--- config.mk ---
export PLATFORM = sky130hd
export DESIGN_NAME = display_scan_driver_flat
export DESIGN_NICKNAME = d
export VERILOG_FILES = /design/src/rtl/display_scan_driver_if.sv /design/src/rtl/display_scan_driver.sv /design/src/flat_wrapper.sv
export SDC_FILE = /design/constraint.sdc
export NUM_CORES = 1
export LEC_CHECK = 0
export BUFFER_PORTS_ARGS = -buffer_cell sky130_fd_sc_hd__buf_2
export CORE_AREA = 2 2 80 82
export CTS_CLUSTER_SIZE = 14
export DETAILED_ROUTE_END_ITERATION = 16
export DIE_AREA = 0 0 82 84
export GPL_TIMING_DRIVEN = 0
export PLACE_DENSITY = 0.86
export SLEW_MARGIN = 20
export SYNTH_ARGS = -nofsm -noshare
export SYNTH_HDL_FRONTEND = slang
export SYNTH_SLANG_ARGS = --single-unit
--- constraint.sdc ---
create_clock -name clk -period 2.5 [get_ports clk]
set_input_delay 0.25 -clock clk [delete_from_list [all_inputs] [get_ports clk]]
set_output_delay 0.25 -clock clk [all_outputs]
set_load 0.02 [all_outputs]
--- src/rtl/display_scan_driver_if.sv ---
// Handshake and scan bundle between the reaction-timer side and the display scan driver.
// The slave modport is the driver itself; the master modport is whoever loads values and watches the scan.
interface display_scan_driver_if;
  logic [12:0] timeToDisplay;
  logic        load;
  logic        busy;
  logic        valid;
  logic [3:0]  digits;
  logic [3:0]  bcdDigit;
  logic        blankDigit;

  modport master (
    output timeToDisplay,
    output load,
    input  busy,
    input  valid,
    input  digits,
    input  bcdDigit,
    input  blankDigit
  );

  modport slave (
    input  timeToDisplay,
    input  load,
    output busy,
    output valid,
    output digits,
    output bcdDigit,
    output blankDigit
  );
endinterface

--- src/rtl/display_scan_driver.sv ---
// Binary-to-BCD (sequential double dabble) plus one-hot four-digit scan for a seven-segment display.
// Define LEAD_ZERO_BLANK_EN for full leading-zero blanking; otherwise only a zero thousands digit is blanked.
module display_scan_driver #(
  parameter int REFRESH_COUNT = 100000,
  parameter int CNT_WIDTH     = $clog2(REFRESH_COUNT)
) (
  input  logic                  clk,
  input  logic                  resetN,
  display_scan_driver_if.slave  bus
);

  localparam logic [1:0] IDLE    = 2'd0;
  localparam logic [1:0] CONVERT = 2'd1;
  localparam logic [1:0] COMMIT  = 2'd2;

  localparam logic [3:0]           LAST_ITER = 4'd12;
  localparam logic [CNT_WIDTH-1:0] CNT_LAST  = CNT_WIDTH'(REFRESH_COUNT - 1);

  logic [1:0]           state_q, state_d;
  logic [12:0]          bin_q, bin_d;
  logic [15:0]          scratch_q, scratch_d;
  logic [3:0]           iter_q, iter_d;
  logic [15:0]          committed_q, committed_d;
  logic                 busy_q, busy_d;
  logic                 valid_q, valid_d;
  logic [CNT_WIDTH-1:0] refreshCnt_q, refreshCnt_d;
  logic [3:0]           digits_q, digits_d;
  logic [3:0]           bcdDigit_q, bcdDigit_d;
  logic                 blankDigit_q, blankDigit_d;

  logic [15:0] scratchAdj;
  logic [28:0] shifted;
  logic        tick;
  logic [3:0]  digitsNext;
  logic [3:0]  thousandsNib, hundredsNib, tensNib, onesNib;
  logic        blankNext;

  function automatic logic [15:0] addThree(input logic [15:0] s);
    logic [15:0] r;
    r = s;
    for (int i = 0; i < 4; i++) begin
      if (r[i*4 +: 4] >= 4'd5) begin
        r[i*4 +: 4] = r[i*4 +: 4] + 4'd3;
      end
    end
    return r;
  endfunction

  assign scratchAdj = addThree(scratch_q);
  assign shifted    = {scratchAdj[14:0], bin_q, 1'b0};

  always_comb begin
    state_d     = state_q;
    bin_d       = bin_q;
    scratch_d   = scratch_q;
    iter_d      = iter_q;
    committed_d = committed_q;
    valid_d     = 1'b0;
    busy_d      = (state_q != IDLE);
    case (state_q)
      IDLE: begin
        if (bus.load) begin
          bin_d     = bus.timeToDisplay;
          scratch_d = 16'h0000;
          iter_d    = 4'd0;
          state_d   = CONVERT;
        end
      end
      CONVERT: begin
        scratch_d = shifted[28:13];
        bin_d     = shifted[12:0];
        iter_d    = iter_q + 4'd1;
        if (iter_q == LAST_ITER) begin
          state_d = COMMIT;
        end
      end
      COMMIT: begin
        committed_d = scratch_q;
        valid_d     = 1'b1;
        state_d     = IDLE;
      end
      default: begin
        state_d = IDLE;
      end
    endcase
  end

  // The scan samples committed_d so a commit landing on a tick is shown immediately.
  assign thousandsNib = committed_d[15:12];
  assign hundredsNib  = committed_d[11:8];
  assign tensNib      = committed_d[7:4];
  assign onesNib      = committed_d[3:0];

  assign tick = (refreshCnt_q == CNT_LAST);

  always_comb begin
    case (digits_q)
      4'b0001: digitsNext = 4'b0010;
      4'b0010: digitsNext = 4'b0100;
      4'b0100: digitsNext = 4'b1000;
      default: digitsNext = 4'b0001;
    endcase
  end

  always_comb begin
    blankNext = 1'b0;
`ifdef LEAD_ZERO_BLANK_EN
    case (digitsNext)
      4'b1000: blankNext = (thousandsNib == 4'd0);
      4'b0100: blankNext = (thousandsNib == 4'd0) && (hundredsNib == 4'd0);
      4'b0010: blankNext = (thousandsNib == 4'd0) && (hundredsNib == 4'd0) && (tensNib == 4'd0);
      default: blankNext = 1'b0;
    endcase
`else
    blankNext = (digitsNext == 4'b1000) && (thousandsNib == 4'd0);
`endif
  end

  always_comb begin
    refreshCnt_d = tick ? '0 : refreshCnt_q + CNT_WIDTH'(1);
    digits_d     = digits_q;
    bcdDigit_d   = bcdDigit_q;
    blankDigit_d = blankDigit_q;
    if (tick) begin
      digits_d     = digitsNext;
      blankDigit_d = blankNext;
      case (digitsNext)
        4'b0001: bcdDigit_d = onesNib;
        4'b0010: bcdDigit_d = tensNib;
        4'b0100: bcdDigit_d = hundredsNib;
        default: bcdDigit_d = thousandsNib;
      endcase
    end
  end

  always_ff @(posedge clk or negedge resetN) begin
    if (!resetN) begin
      state_q      <= IDLE;
      bin_q        <= '0;
      scratch_q    <= '0;
      iter_q       <= '0;
      committed_q  <= 16'h0000;
      busy_q       <= 1'b0;
      valid_q      <= 1'b0;
      refreshCnt_q <= '0;
      digits_q     <= 4'b0000;
      bcdDigit_q   <= 4'd0;
      blankDigit_q <= 1'b0;
    end else begin
      state_q      <= state_d;
      bin_q        <= bin_d;
      scratch_q    <= scratch_d;
      iter_q       <= iter_d;
      committed_q  <= committed_d;
      busy_q       <= busy_d;
      valid_q      <= valid_d;
      refreshCnt_q <= refreshCnt_d;
      digits_q     <= digits_d;
      bcdDigit_q   <= bcdDigit_d;
      blankDigit_q <= blankDigit_d;
    end
  end

  assign bus.busy       = busy_q;
  assign bus.valid      = valid_q;
  assign bus.digits     = digits_q;
  assign bus.bcdDigit   = bcdDigit_q;
  assign bus.blankDigit = blankDigit_q;

endmodule
--- src/flat_wrapper.sv ---
// flat-port wrapper written by rule: the top's interface ports become plain ports
module display_scan_driver_flat 
#(
  parameter int REFRESH_COUNT = 100000,
  parameter int CNT_WIDTH     = $clog2(REFRESH_COUNT)
)
  (clk, resetN, bus_timeToDisplay, bus_load, bus_busy, bus_valid, bus_digits, bus_bcdDigit, bus_blankDigit);
  display_scan_driver_if bus_i ();
  input  logic clk;
  input  logic resetN;
  input wire logic [$bits(bus_i.timeToDisplay)-1:0] bus_timeToDisplay;
  input wire logic [$bits(bus_i.load)-1:0] bus_load;
  output wire logic [$bits(bus_i.busy)-1:0] bus_busy;
  output wire logic [$bits(bus_i.valid)-1:0] bus_valid;
  output wire logic [$bits(bus_i.digits)-1:0] bus_digits;
  output wire logic [$bits(bus_i.bcdDigit)-1:0] bus_bcdDigit;
  output wire logic [$bits(bus_i.blankDigit)-1:0] bus_blankDigit;
  assign bus_i.timeToDisplay = bus_timeToDisplay;
  assign bus_i.load = bus_load;
  assign bus_busy = bus_i.busy;
  assign bus_valid = bus_i.valid;
  assign bus_digits = bus_i.digits;
  assign bus_bcdDigit = bus_i.bcdDigit;
  assign bus_blankDigit = bus_i.blankDigit;
  display_scan_driver #(.REFRESH_COUNT(REFRESH_COUNT), .CNT_WIDTH(CNT_WIDTH)) u_core (.clk(clk), .resetN(resetN), .bus(bus_i));
endmodule
* Yosys cells after proc, flatten, opt, wreduce, memory -nomap -nowiden
Index checks and enable logic that the tools add are counted.
** Word-level totals
- Bits in registers :: 79
- Output and inout port bits :: 11
** Cells by class
- Order comparisons :: 4
- Reductions and logical operators :: 7
- Mux-type cells :: 18
- Equal/unequal tests :: 13
- $add $sub $neg :: 6
** Operators with widths (number)
- two-way mux 16 bit :: 2
- one-hot mux 16 bit (2 select lines) :: 1
- one-hot mux 13 bit (2 select lines) :: 1
- one-hot mux 4 bit (3 select lines) :: 2
- adder 17 x 1 -> 17 bit, second input constant :: 1
- equality test 17 bit, second input constant :: 1
- two-way mux 17 bit :: 1
- >= comparator 4 x 3 -> 1 bit, second input constant :: 4
- two-way mux 4 bit :: 4
- two-way mux 13 bit :: 1
- adder 4 x 2 -> 4 bit, second input constant :: 3
- equality test 4 x 1 -> 1 bit, second input constant :: 2
- equality test 4 x 2 -> 1 bit, second input constant :: 2
- equality test 4 x 3 -> 1 bit, second input constant :: 2
- equality test 4 bit, second input constant :: 2
- one-hot mux 4 bit (2 select lines) :: 1
- adder 4 x 1 -> 4 bit, second input constant :: 1
- zero test 4 bit :: 1
- two-way mux 2 bit :: 2
- one-hot mux 2 bit (2 select lines) :: 1
- AND reduction 2 bit :: 2
- nonzero test 2 bit :: 2
- adder 3 x 2 -> 3 bit, second input constant :: 1
- two-way mux 3 bit :: 1
- 7 further kinds :: 7

* Depth between registers and ports, before layout
Gate-level depths: netlist of run 1.
- Depth in word-level cells :: 4
- Gate-level depth with buffers :: 8

* Worst setup path after synthesis of run 1
No wires, ideal clock.
- Path type :: reg2reg
- From :: register u_core.state_q[0]
- To :: register u_core.bcdDigit_q[2], in the netlist u_core.bus.bcdDigit[2]
- Library setup time :: 0.118 ns
- Data required time :: 2.382 ns
- Data arrival time :: 1.578 ns
- Cell stages (with the launch flop) :: 8
- Path slack :: 0.804 ns
- Path through :: dfrtp_1 -> nor2b_1 -> buf_4 -> buf_6 -> mux2_4 -> a222oi_1 -> a211oi_1 -> a21o_1
** Between the ends
- Word-level cells in the longest chain between the ends :: 3
** Ends and longest elaborated chain
- from (decl) :: line display_scan_driver.sv:19 : logic [1:0] state_q, state_d;
- from (signal assigned) :: line display_scan_driver.sv:150 : state_q <= state_d;
- equality test 2 bit :: line display_scan_driver.sv:60 : case (state_q)
- two-way mux 16 bit :: line display_scan_driver.sv:60
- net u_core.committed_d[2] :: line display_scan_driver.sv:23 : logic [15:0] committed_q, committed_d;
- one-hot mux 4 bit (3 select lines) :: line display_scan_driver.sv:127 : case (digitsNext)
- to (signal assigned) :: line display_scan_driver.sv:159 : bcdDigit_q <= bcdDigit_d;
- to (decl) :: line display_scan_driver.sv:28 : logic [3:0] bcdDigit_q, bcdDigit_d;
The timed path passes the listed nets, and every way through them passes these cells.
A chain may end at the register's enable or synchronous reset.

* Final worst setup path of run 1
- From :: register u_core.digits_q[1], in the netlist u_core.bus.digits[1]
- To :: register u_core.bcdDigit_q[1], in the netlist u_core.bus.bcdDigit[1]
** Between the ends
- Word-level cells in the longest chain between the ends :: 4
** Ends and longest elaborated chain
- from (decl) :: line display_scan_driver.sv:27 : logic [3:0] digits_q, digits_d;
- from (signal assigned) :: line display_scan_driver.sv:158 : digits_q <= digits_d;
- equality test 4 x 3 -> 1 bit (tied with other cells) :: line display_scan_driver.sv:97 : case (digits_q)
- one-hot mux 4 bit (3 select lines) * :: line display_scan_driver.sv:97
- equality test 4 x 3 -> 1 bit (tied with other cells) :: line display_scan_driver.sv:127
- one-hot mux 4 bit (3 select lines) * :: line display_scan_driver.sv:127
Every way passes the cells marked *; elsewhere a longest branch is shown, timed or not.

==> results_dict.tcl, run 1 <==
set metrics [dict create \
    outcome "finished, final reports clean" \
    pre_cts_slack_ns 0.474 \
    synth_area_mm2 0.00376 \
    grt_pass1_wl_um 12800 \
    insertion_delay_ns 0.35 \
    die_y_um 84 \
    start_util_pct 61.7 \
    fin_crit_sh_pct 84.1 \
    grt_usage_pct 24.4 \
    p_sw_share_pct 37.0 \
    yosys.cell_types.count 41 \
    cts_resized 0 \
    comb_power_share_pct 32.3 \
    design_power_total_mw 4.01 \
    die_x_um 82 \
    drive_gt1_share_pct 16.5 \
    multi_input_area_mm2 0.00166 \
    synth.avg_cell_area_um2 10.4 \
    fin_cells 483 \
    grt_pass1_vias 2820 \
    fin_area_mm2 0.00418 \
    p_seq_share_pct 47.2 \
    final_util_pct 68.6 \
    slew_viol_final 0 \
    vias 2833 \
    path_buf_inv 0 \
    p_leak_nw 1.94 \
    ys_seq_elements 79 \
    fin_tns_setup_ns 0 \
    crit_slowest_cell "nor4b_1" \
    syn_inst 363 \
    rows 29 \
    dp_cells 467 \
    antenna_found_initial 0 \
    fillCellCount 445 \
    r2r_start "u_core.bus.digits[1]" \
    cts_sinks 79 \
    power_density_mw_per_mm2 960 \
    timing.hold.ws_ns 0.267 \
    grt_max_degree 42 \
    critPathArrivalTime_ns 2.40 \
    final_nets 429 \
    path_clk_slew_ns 0.08 \
    worstSetupPathType "reg -> reg" \
    fmax_ghz 0.476 \
    drt_iter0_drc 228 \
    totalWireLength_um 7650 \
    cts_hold_buf 1 \
    worstSetupStartpointType "register" \
    finClkSkew_ns 0.00879 \
    min_path_cells 5 \
    clk_path_buf_depth 2 \
    ir_worst_vdd_mv 0.685 \
    intPower_mw 2.53 \
    fin_crit_ns 2.10 \
    ctsHtreeMaxLevel 3 \
    required_ns 2.79 \
    switchingPower_mw 1.49 \
    ys.warnings.count 0 \
    fin_ws_ns 0.398 \
    cts-buffers-inserted 9 \
    portBuffers 26 \
    finalHoldViolCount 0 \
    reg2reg_slack_ns 0.40 \
    postCtsSetupBuffers 0 \
    gp_congestion 0.804 \
    hp-start "bus_timeToDisplay[0]" \
    diodes 0 \
    whs_endpoint "u_core.bin_q[0]" \
    worstSetupStartpoint "u_core.bus.digits[1]" \
    routedWlPerCell_um 15.8 \
    fp.coreArea_mm2 0.00610 \
    maxSlewHeadroom_pct 36.9 \
    cap_violations 0 \
    place_area_mm2 0.00401 \
    setup_violations 0 \
    die_area_mm2 0.00689 \
    hpwl_um 5270 \
    viasPerCell 5.87 \
    antenna_left 0 \
    grt.overflow.total 0 \
    dr.pass1.iters 5 \
    hold_class "in -> reg" \
    ios 27 \
    cp.depth 4 \
    crit_family "simple AND/OR/NAND/NOR gates" \
    synth-seq-area-share_pct 52.6 \
    regArea_mm2 0.00198 \
    endpoint_kind "register" \
    p_clk_share_pct 20.6 \
    critPathMaxStageDelay_ns 0.82 \
    reg2reg_to "u_core.bus.bcdDigit[1]" \
    rsz0062_at_grt "false" \
    drc 0 \
    cts_tree "built" \
    reg2regPathDepth 4 \
    crit_fanout 7 \
    cts_root_buffer "clkbuf_8" \
    worst_pin_slew_ns 0.933 \
    postSynthNetCount 390 \
    area_growth_pct 11.2 \
    path_cells "nor4b_1 > a222oi_1 > a211oi_1 > a21o_1" \
]
==> power by group through the flow <==
stage	sequential (mW)	combinational [mW]	clock (mW)
finish	1.89	1.30	0.825
global route	1.92	1.46	0.893
CTS	1.88	1.30	0.836
detailed placement	1.90	1.27	0
global placement	1.88	1.18	0
floorplan	1.82	0.968	0
==> placed cells by master (no fill, tap or decap), types with 2 or more instances in the layout <==
master,count
nor3_1,8
buf_4,2
nor3b_1,13
clkinv_2,3
mux2_2,18
o31ai_1,3
nand2_1,39
buf_2,28
a22o_1,4
nor4bb_1,2
dfrtp_1,79
xor2_1,8
nor2_1,24
a21oi_1,22
nand3_1,15
xnor2_1,14
nor4b_1,3
inv_1,12
ha_1,11
a222oi_1,3
nand4_1,5
and4_1,2
a211oi_1,3
nand2b_1,5
o21ai_0,32
nor2b_1,2
clkbuf_8,10
clkbuf_1,13
a21o_1,6
==> routing by layer <==
metal,up-vias,wire length (um),track usage (%)
met4,0,185,11.8
met5,-,0,0
li1,1352,-,-
met1,1409,3320,31.0
met2,57,3840,38.7
met3,15,305,5.95
==> logic make-up (layout without fill, tap and decap cells) <==
| family | Yosys count | after routing | share of synthesized area, % |
|---|---|---|---|
| muxes | 20 | 20 | 6.09 |
| adders and majority gates | 11 | 11 | 3.66 |
| AOI/OAI and AO/OA | 78 | 78 | 12.4 |
| buffers and inverters | 29 | 72 | 3.29 |
| xor gates and xnor gates | 22 | 22 | 5.12 |
| and+or+nand+nor | 124 | 124 | 16.9 |
| DFF | 79 | 79 | 52.6 |
==> synthesized netlist by cell type (all sizes together) <==
master | count | area, um2
nand2 | 39 | 146
o21bai | 1 | 7.51
nor3 | 8 | 40.0
nand3 | 15 | 75.1
a222oi | 3 | 30.0
mux2 | 20 | 229
xor2 | 8 | 70.1
and3 | 1 | 6.26
a21oi | 22 | 110
and2 | 1 | 6.26
nor4 | 1 | 6.26
a21o | 6 | 45.0
o31ai | 3 | 22.5
dfrtp | 79 | 1980
a311oi | 1 | 8.76
o211ai | 1 | 7.51
o21ai | 32 | 160
nand4 | 5 | 31.3
nor2b | 2 | 12.5
or2 | 2 | 12.5
nor4bb | 2 | 20.0
xnor2 | 14 | 123
a41oi | 1 | 8.76
nand2b | 5 | 31.3
nor2 | 24 | 90.1
inv | 12 | 45.0
clkbuf | 12 | 45.0
nor4b | 4 | 41.3
a22o | 4 | 35.0
and4 | 2 | 17.5
a211oi | 3 | 22.5
buf | 5 | 33.8
a22oi | 1 | 7.51
nor3b | 13 | 97.6
ha | 11 | 138
==> final cells by class <==
class,count,area share (%)
multi-input combinational,255,39.7
inverter,12,1.08
sequential,79,47.3
clock buffer,11,3.38
buffer,17,1.88
timing repair buffer,28,3.89
clock inverter,4,0.538
tap,77,2.30
==> worst min-delay path, stage by stage <==
cell and delay, ns:
buf_2 0.10, nand2_1 0.04, nor2_1 0.03, a21oi_1 0.09, o21ai_0 0.07
==> worst max-delay path by stage <==
stage	end	slack, ns
final	u_core.bus.bcdDigit[1]	0.40
after global routing	u_core.bus.bcdDigit[0]	0.32
after CTS	u_core.bus.bcdDigit[1]	0.46
after detailed placement	u_core.bus.bcdDigit[1]	0.47
after global placement	u_core.bus.bcdDigit[0]	0.57
after floorplan	u_core.bus.bcdDigit[2]	0.80
==> state kept, by name, indices dropped and copies added (netlist names) <==
signal,cells
u_core.bus.busy,1
u_core.refreshCnt_q,17
u_core.bus.digits,4
u_core.state_q,2
u_core.bus.blankDigit,1
u_core.bus.bcdDigit,4
u_core.committed_q,16
u_core.iter_q,4
u_core.scratch_q,16
u_core.bus.valid,1
u_core.bin_q,13
Power figures use the tool's default switching activity.
==> run 2, diff against run 1 <==
--- a/config.mk
+++ b/config.mk
@@ -6,12 +6,12 @@
 export NUM_CORES = 1
 export LEC_CHECK = 0
 export BUFFER_PORTS_ARGS = -buffer_cell sky130_fd_sc_hd__buf_2
-export CORE_AREA = 2 2 80 82
+export CORE_AREA = 2 2 87 89
 export CTS_CLUSTER_SIZE = 14
 export DETAILED_ROUTE_END_ITERATION = 16
-export DIE_AREA = 0 0 82 84
+export DIE_AREA = 0 0 89 91
 export GPL_TIMING_DRIVEN = 0
-export PLACE_DENSITY = 0.86
+export PLACE_DENSITY = 0.78
 export SLEW_MARGIN = 20
 export SYNTH_ARGS = -nofsm -noshare
 export SYNTH_HDL_FRONTEND = slang
==> constraint.sdc (replaced) <==
create_clock -name clk -period 1.85 [get_ports clk]
set_input_delay 0.185 -clock clk [delete_from_list [all_inputs] [get_ports clk]]
set_output_delay 0.185 -clock clk [all_outputs]
set_load 0.02 [all_outputs]
==> run 2 against run 1 <==
  * The flow now finishes with violations (negative setup slack)
  * Core utilization shrank 5.2 points
  * Fmax grew 9.9%
  * Via count grew 1.7%
  * Count of clock-buffer cells in the layout shrank 1
  * Critical endpoint unchanged
  * Largest cell class unchanged
  * Largest power group unchanged
==> results_dict.tcl, run 2 (synthesized netlist as in run 1, its figures left out) <==
set metrics [dict create \
    worstSetupPathType "reg -> reg" \
    final_common_cell "dfrtp_1" \
    critPathArrivalTime_ns 2.16 \
    setup_violations 3 \
    dp_cells 489 \
    cts_tree "built" \
    viasPerCell 5.57 \
    slew_viol_final 0 \
    grt.overflow.total 0 \
    regMostFlops "u_core.refreshCnt_q" \
    antenna_found_initial 0 \
    totalWireLength_um 8030 \
    worst_pin_slew_ns 0.598 \
    top_regs "u_core.refreshCnt_q: 17 flops, u_core.committed_q: 16 flops, u_core.scratch_q: 16 flops" \
    final_nets 440 \
    hp-start "bus_timeToDisplay[0]" \
    routedWlPerCell_um 15.5 \
    fillCellCount 588 \
    ios 27 \
    fin_crit_sh_pct 103 \
    design_power_total_mw 5.94 \
    ctsHtreeMaxLevel 3 \
    fmax_ghz 0.523 \
    outcome "finished with violations" \
    fin_ws_ns -0.0623 \
    cap_violations 0 \
    portBuffers 26 \
    fin_area_mm2 0.00453 \
    finalHoldViolCount 0 \
    die_y_um 91 \
    reg2reg_slack_ns -0.06 \
    maxSlewHeadroom_pct 60.1 \
    area_growth_pct 20.4 \
    endpoint_kind "register" \
    failed_checks "negative setup slack" \
    insertion_delay_ns 0.35 \
    worstSetupStartpoint "u_core.state_q[0]" \
    hold_class "in -> reg" \
    place_area_mm2 0.00404 \
    rsz0062_at_grt "true" \
    largest_register_ffs 17 \
    grt_max_degree 49 \
    required_ns 2.10 \
    pre_cts_slack_ns -0.188 \
    layout_common_cells "77 x dfrtp_1, 39 x nand2_1, 32 x o21ai_0, 25 x buf_2, 23 x nor2_1" \
    cts-buffers-inserted 9 \
    grt_usage_pct 21.3 \
    cts_root_buffer "clkbuf_8" \
    fp.coreArea_mm2 0.00714 \
    path_clk_slew_ns 0.08 \
    die_area_mm2 0.00810 \
    clk_path_buf_depth 2 \
    finClkSkew_ns 0.0102 \
    die_x_um 89 \
    fin_cells 517 \
    power_density_mw_per_mm2 1310 \
    rows 31 \
    hpwl_um 5310 \
    crit_fanout 5 \
    drt_iter0_drc 171 \
    cts_sinks 79 \
    diodes 0 \
    grt_pass1_wl_um 13400 \
    drc 0 \
    start_util_pct 52.7 \
    ir_worst_vdd_mv 0.716 \
    vias 2880 \
    grt_pass1_vias 2836 \
    r2r_start "u_core.state_q[0]" \
    fin_crit_ns 1.91 \
    gp_congestion 0.836 \
    worstSetupStartpointType "register" \
    drive_gt1_share_pct 23.4 \
    p_leak_nw 2.07 \
    dr.pass1.iters 4 \
    antenna_left 0 \
    final_util_pct 63.4 \
]
==> run 2: cell count changes in the layout (fill, tap and decap cells not counted), sizes merged <==
| cell | before | now |
|---|---|---|
| bufinv | 0 | 3 |
| clkinv | 3 | 2 |
| buf | 32 | 44 |
| clkbuf | 23 | 21 |
==> run 2: critical path: stages (launching register included) <==
cell      delay [ns]
dfrtp_1         0.42
nor2b_4         0.17
buf_12          0.13
mux2_2          0.35
a222oi_1        0.44
a211oi_1        0.13
a21o_1          0.17
==> run 2: through the flow <==
step / hold slack (ns) / setup TNS (ns)
floorplan: -0.111 / 0
global placement: 0.460 / -0.490
detailed placement: 0.161 / -0.640
CTS: 0.217 / -0.202
global route: 0.290 / -0.938
finish: 0.227 / -0.166
==> run 2: layout make-up <==
class	count	area (um2)	area share, %
inverters	12	45.0	0.995
clock inverters	6	108	2.38
repair buffers	41	284	6.27
clock buffers	10	138	3.04
multi-input cells	255	1760	38.8
flip-flops and latches	79	1980	43.7
well taps	99	124	2.74
plain buffers	15	93.8	2.07
==> run 2: final timing paths <==
kind | cells past startpoint | end
max in group asynchronous | 3 | u_core.refreshCnt_q[13]
min reg2reg | 1 | u_core.bus.bcdDigit[1]
min in group asynchronous | 2 | u_core.refreshCnt_q[5]
max reg2reg | 6 | u_core.bus.bcdDigit[1]
min | 5 | u_core.bin_q[0]
max | 6 | u_core.bus.bcdDigit[1]
==> run 2: repair_timing <==
item,CTS,global route
pin swaps,6,7
setup endpoints to repair,7,19
hold buffers,1,0
resized for setup,10,28
buffers inserted,5,8
endpoints found under the hold margin,31,0
==> run 2: per-layer routing <==
| layer | track usage (%) | vias up | part of all wire (%) |
|---|---|---|---|
| li1 | - | 1373 | - |
| met1 | 27.3 | 1439 | 45 |
| met2 | 35.3 | 59 | 51 |
| met3 | 5.64 | 9 | 3.5 |
| met4 | 6.09 | 0 | 1.1 |
| met5 | 0 | - | 0 |
==> run 2: power by group <==
part	total (mW)	internal, mW	switching [mW]
Clock	1.56	0.928	0.628
Sequential	2.56	2.18	0.377
Combinational	1.83	0.785	1.04
Total	5.94	3.89	2.04
